File: config.mk
export PLATFORM = sky130hd
export DESIGN_NAME = decim_avg_fifo_flat
export DESIGN_NICKNAME = d
export VERILOG_FILES = /design/src/rtl/decim_avg_fifo_if.sv /design/src/rtl/decim_avg_fifo.sv /design/src/flat_wrapper.sv
export SDC_FILE = /design/constraint.sdc
export NUM_CORES = 1
export LEC_CHECK = 0
export BUFFER_PORTS_ARGS = -buffer_cell sky130_fd_sc_hd__buf_2
export CAP_MARGIN = 20
export CORE_ASPECT_RATIO = 0.75
export CORE_UTILIZATION = 25
export DETAILED_ROUTE_END_ITERATION = 10
export GPL_TIMING_DRIVEN = 0
export PLACE_DENSITY = 0.43
export RECOVER_POWER = 25
export SLEW_MARGIN = 25
export SYNTH_ARGS = -nofsm -noshare
export SYNTH_HDL_FRONTEND = slang
export SYNTH_SLANG_ARGS = --single-unit
File: constraint.sdc
create_clock -name clk -period 7.05 [get_ports clk]
set_input_delay 1.41 -clock clk [delete_from_list [all_inputs] [get_ports clk]]
set_output_delay 1.41 -clock clk [all_outputs]
set_load 0.005 [all_outputs]
File: src/rtl/decim_avg_fifo_if.sv
// Stream bundle between the FIR/sink side and the decimating FIFO.
// The master drives samples and ready. The slave (the decimator) returns the FIFO head and status.
interface decim_avg_fifo_if;
    logic        valid_i;
    logic [15:0] data_i;
    logic [15:0] data_o;
    logic        valid_o;
    logic        ready_i;
    logic [6:0]  fill_o;
    logic        overflow_o;

    modport master (
        output valid_i, data_i, ready_i,
        input  data_o, valid_o, fill_o, overflow_o
    );

    modport slave (
        input  valid_i, data_i, ready_i,
        output data_o, valid_o, fill_o, overflow_o
    );
endinterface

File: src/rtl/decim_avg_fifo.sv
// Integrate-and-dump decimator: averages DECIM samples with a floor shift.
// Each average is queued in a DEPTH-word FIFO behind a valid/ready handshake.
module decim_avg_fifo #(
    parameter int unsigned DECIM = 4,
    parameter int unsigned DEPTH = 8
) (
    input logic            clk,
    input logic            rst,
    decim_avg_fifo_if.slave bus
);
    localparam int unsigned S      = $clog2(DECIM);
    localparam int unsigned ACC_W  = 16 + S;
    localparam int unsigned AW     = $clog2(DEPTH);
    localparam int unsigned FILL_W = 7;

    logic [S-1:0]      ph_q, ph_d;
    logic [ACC_W-1:0]  acc_q, acc_d, ext, sum;
    logic [15:0]       dump;
    logic              blk_done;

    logic [15:0]       mem [DEPTH];
    logic [AW-1:0]     rd_q, rd_d, wr_q, wr_d;
    logic [FILL_W-1:0] fill_q, fill_d;
    logic [15:0]       data_q, data_d;
    logic              valid_q, ovf_q, ovf_d;
    logic              pop, push, full;

    // Integrator: the first sample of a block reloads the accumulator instead of adding to it.
    always_comb begin
        ext      = {{S{bus.data_i[15]}}, bus.data_i};
        sum      = (ph_q == '0) ? ext : acc_q + ext;
        dump     = sum[S +: 16];
        blk_done = bus.valid_i && (ph_q == S'(DECIM - 1));
        ph_d     = ph_q;
        acc_d    = acc_q;
        if (bus.valid_i) begin
            acc_d = sum;
            ph_d  = blk_done ? '0 : ph_q + S'(1);
        end
    end

    // FIFO control. The next head word is registered so data_o is a plain flop.
    always_comb begin
        pop    = valid_q && bus.ready_i;
        full   = (fill_q == FILL_W'(DEPTH));
        push   = blk_done && (!full || pop);
        ovf_d  = ovf_q || (blk_done && full && !pop);
        rd_d   = rd_q + AW'(pop);
        wr_d   = wr_q + AW'(push);
        fill_d = fill_q + FILL_W'(push) - FILL_W'(pop);
        if (fill_d == '0)
            data_d = '0;
        else if (push && ((fill_q - FILL_W'(pop)) == '0))
            data_d = dump;
        else
            data_d = mem[rd_d];
    end

    always_ff @(posedge clk) begin
        if (rst) begin
            ph_q    <= '0;
            acc_q   <= '0;
            rd_q    <= '0;
            wr_q    <= '0;
            fill_q  <= '0;
            data_q  <= '0;
            valid_q <= 1'b0;
            ovf_q   <= 1'b0;
        end else begin
            ph_q    <= ph_d;
            acc_q   <= acc_d;
            rd_q    <= rd_d;
            wr_q    <= wr_d;
            fill_q  <= fill_d;
            data_q  <= data_d;
            valid_q <= (fill_d != '0);
            ovf_q   <= ovf_d;
        end
    end

    // Storage array is not reset; data_o is forced to zero whenever the FIFO is empty.
    always_ff @(posedge clk) begin
        if (!rst && push)
            mem[wr_q] <= dump;
    end

    assign bus.data_o     = data_q;
    assign bus.valid_o    = valid_q;
    assign bus.fill_o     = fill_q;
    assign bus.overflow_o = ovf_q;
endmodule

File: src/flat_wrapper.sv
// flat-port wrapper written by rule: the top's interface ports become plain ports
module decim_avg_fifo_flat 
#(
    parameter int unsigned DECIM = 4,
    parameter int unsigned DEPTH = 8
)
  (clk, rst, bus_valid_i, bus_data_i, bus_ready_i, bus_data_o, bus_valid_o, bus_fill_o, bus_overflow_o);
  decim_avg_fifo_if bus_i ();
  input logic clk;
  input logic rst;
  input wire logic [$bits(bus_i.valid_i)-1:0] bus_valid_i;
  input wire logic [$bits(bus_i.data_i)-1:0] bus_data_i;
  input wire logic [$bits(bus_i.ready_i)-1:0] bus_ready_i;
  output wire logic [$bits(bus_i.data_o)-1:0] bus_data_o;
  output wire logic [$bits(bus_i.valid_o)-1:0] bus_valid_o;
  output wire logic [$bits(bus_i.fill_o)-1:0] bus_fill_o;
  output wire logic [$bits(bus_i.overflow_o)-1:0] bus_overflow_o;
  assign bus_i.valid_i = bus_valid_i;
  assign bus_i.data_i = bus_data_i;
  assign bus_i.ready_i = bus_ready_i;
  assign bus_data_o = bus_i.data_o;
  assign bus_valid_o = bus_i.valid_o;
  assign bus_fill_o = bus_i.fill_o;
  assign bus_overflow_o = bus_i.overflow_o;
  decim_avg_fifo #(.DECIM(DECIM), .DEPTH(DEPTH)) u_core (.clk(clk), .rst(rst), .bus(bus_i));
endmodule
==> summary.md <==
| Metric | Value |
|---|---|
| Status | complete, no violations |
| Drt drc | 0 |
| Vias | 5349 |
| Hold WS | 493 ps |
| Total GRT Usage | 13.4% |
| Layout cells sized above 1 | 19.3% |
| Worst Tran Pin Value | 1240 ps |
| Clock tree root driver cell | clkbuf_16 |
| Die width | 213 microns |
| Netlist cell types | 63 |
| Flop pwr share | 39.8% |
| Peak VDD IR | 0.178 mV |
| Antenna-violating nets left | 0 |
| Max Fanout on Critical Path | 10 |
| DRT Pass-1 Iters | 5 |
| Fraction of registers with async set or reset after synthesis | 0% |
| CP Data Arrival Time | 5000 ps |
| EDFF count, synth | 128 |
| Cell Area, Synth | 8360 sq um |
| Minimum clock period | 4730 ps |
| Clock Skew | 13.9 ps |
| IO Port Bufs | 43 |
| NetSw | 1050 uW |
| Seq/Total Area, Yosys | 58.2% |
| CTS tree | done |
| Vias in the first global route | 5363 |
| Sw frac | 32.2% |
| DRT iter0 DRCs | 547 |
| CTS Buffer Depth | 2 |
| Comb power frac | 31.6% |
| Max-slew headroom | 16.7% |
| Yosys warns | 0 |
| Core box area | 32700 sq um |
| Final setup fails | 0 |
| Pwr dens | 332 nW/um^2 |
| Worst setup SP type | input port |
| Top Ports | 45 |
| Worst hold path class | reg -> reg |
| Worst-path clk slew | 70 ps |
| Clk sink count | 179 |
| Avg WL per Cell | 19.2 microns |
| Grt total ovfl | 0 |
| Fin. max-slew vios | 0 |
| First-pass GRT wire length | 33400 microns |
| # rows | 57 |
| CTS H-tree lvls | 4 |
| Overall power | 3250 uW |
| Max cap viols | 0 |
| Initial cell density of the core | 25.6% |
| Drt via density | 4.70 |
| Die area | 34200 sq um |
| Inserted Clock Buffers | 17 |
| Int Power | 2200 uW |
| WL final | 21900 microns |
| Fillers | 3372 |
| Required @ worst endpoint | 7320 ps |
| Avg Cell Area, Syn | 13.7 sq um |
| Ant diodes | 0 |
| DP HPWL | 15700 microns |
| Post-synth net total | 668 |
| Clock share of power | 28.6% |
| Worst skew pair latency | 430 ps |
| Routability cong. | 0.864 |
| Die H | 160 microns |
| Final Cycle Share | 67.0% |
| Ys flop type | edfxtp_1 |
| Synthesized instance count | 608 |
| Initial antenna violation count | 0 |
| Post_cts resized | 0 |
| Largest net degree at the start of global routing | 17 |
| RSZ-0062 raised after global routing | false |
| Cell leakage power | 0.00346 uW |
| Final hold violations | 0 |
| Fin Setup TNS | 0 ps |
| Worst Setup End Kind | flop |
| Post CTS Setup Buffer Count | 0 |
| Area delta synth->final | 17.1% |
| Hold-fix buffers at CTS | 0 |
| FMAX | 212 MHz |
| Critical path class | in -> reg |
| Post-synthesis register bit count | 179 |
| # nets final | 743 |
==> cell usage after synthesis (all sizes together) (8+ instances only) <==
cell type  count  share of area [%]
mux2           9                1.3
mux2i         21                2.5
xnor2         12                1.3
inv           33                1.5
nor2          34                1.6
edfxtp       128                 46
a21oi         20                1.2
ha            38                5.7
dfxtp         51                 12
clkbuf        10               0.45
nand2         28                1.3
mux4          32                8.6
a211oi        33                3.0
nor2b         18                1.3
o21ai         26                1.6
a21o           8               0.75
buf           18                1.5
==> power groups by stage <==
stage	registers [uW]	clock network [uW]	logic (uW)
floorplan	1310	0	706
global placement	1320	0	1030
detailed placement	1320	0	1050
CTS	1290	949	1050
global route	1300	999	1140
finish	1290	928	1030
==> sequential cells by signal (all words and copies together) (netlist names) <==
| register | count |
|---|---|
| u_core.acc_q | 18 |
| u_core.bus.data_o | 16 |
| u_core.bus.fill_o | 7 |
| u_core.bus.overflow_o | 1 |
| u_core.bus.valid_o | 1 |
| u_core.mem | 128 |
| u_core.ph_q | 2 |
| u_core.rd_q | 3 |
| u_core.wr_q | 3 |
==> worst paths after layout <==
kind | startpoint | endpoint | slack, ps | cells after the start
worst max-delay path | bus_ready_i | u_core.bus.data_o[11]$_SDFF_PP0_ | 2320 | 15
worst min register to register | u_core.acc_q[0]$_SDFFE_PP0P_ | u_core.acc_q[0]$_SDFFE_PP0P_ | 490 | 2
worst max register to register | u_core.bus.fill_o[4]$_SDFF_PP0_ | u_core.bus.data_o[11]$_SDFF_PP0_ | 2840 | 16
worst min-delay path | u_core.acc_q[0]$_SDFFE_PP0P_ | u_core.acc_q[0]$_SDFFE_PP0P_ | 490 | 2
==> through the flow <==
step	area [sq um]	utilization, %	setup WS [ps]	instances
floorplan	8360	-	3150	608
global placement	9130	27.9	843	1093
detailed placement	9270	28.4	2060	1106
CTS	9830	30.1	2490	1138
global route	9780	29.9	2140	1138
finish	9780	29.9	2320	1138
==> cell families after synthesis <==
logic type / Yosys count / synth area share [%]
compound gates: 122 / 9.97
xor+xnor: 19 / 1.99
simple gates: 125 / 7.83
buf+inv: 61 / 3.43
flops: 179 / 58.2
fa+ha+maj: 40 / 6.17
mux: 62 / 12.4
==> routing by layer <==
layer / track usage [%] / up-vias / wire length [microns]
met5: 0 / - / 0
met4: 2.91 / 0 / 197
met3: 3.01 / 11 / 1100
met2: 19.9 / 146 / 9590
met1: 19.7 / 2724 / 11000
li1: - / 2468 / -
==> critical path, stage by stage <==
cell and delay [ps]:
buf_2 70, and2_0 360, nand3b_1 210, nand3_1 150, inv_1 230, ha_1 210
inv_1 60, fa_1 400, o21bai_1 170, a21oi_1 130, xnor2_1 230, a31oi_1 160
nor3_4 650, buf_2 410, a211oi_1 120
==> final cells by class <==
class / count / area, sq um / share of cell area [%]
Tap cell: 442 / 553 / 5.65
Multi-Input combinational cell: 368 / 3230 / 33.1
Buffer: 28 / 160 / 1.64
Clock buffer: 19 / 433 / 4.43
Sequential cell: 179 / 4860 / 49.7
Clock inverter: 13 / 135 / 1.38
Timing Repair Buffer: 56 / 279 / 2.85
Inverter: 33 / 124 / 1.27
==> layout by cell type, fill, tap and decap left out, drive strengths merged, types with 20 or more instances in the layout <==
cell / Yosys / layout
ha: 38 / 38
nand2: 28 / 28
buf: 18 / 52
a21oi: 20 / 20
o21ai: 26 / 26
edfxtp: 128 / 128
mux2i: 21 / 21
dfxtp: 51 / 51
nor2: 34 / 34
a211oi: 33 / 33
clkbuf: 10 / 51
mux4: 32 / 32
inv: 33 / 34
Note: power is estimated with default switching activity, not from simulation.
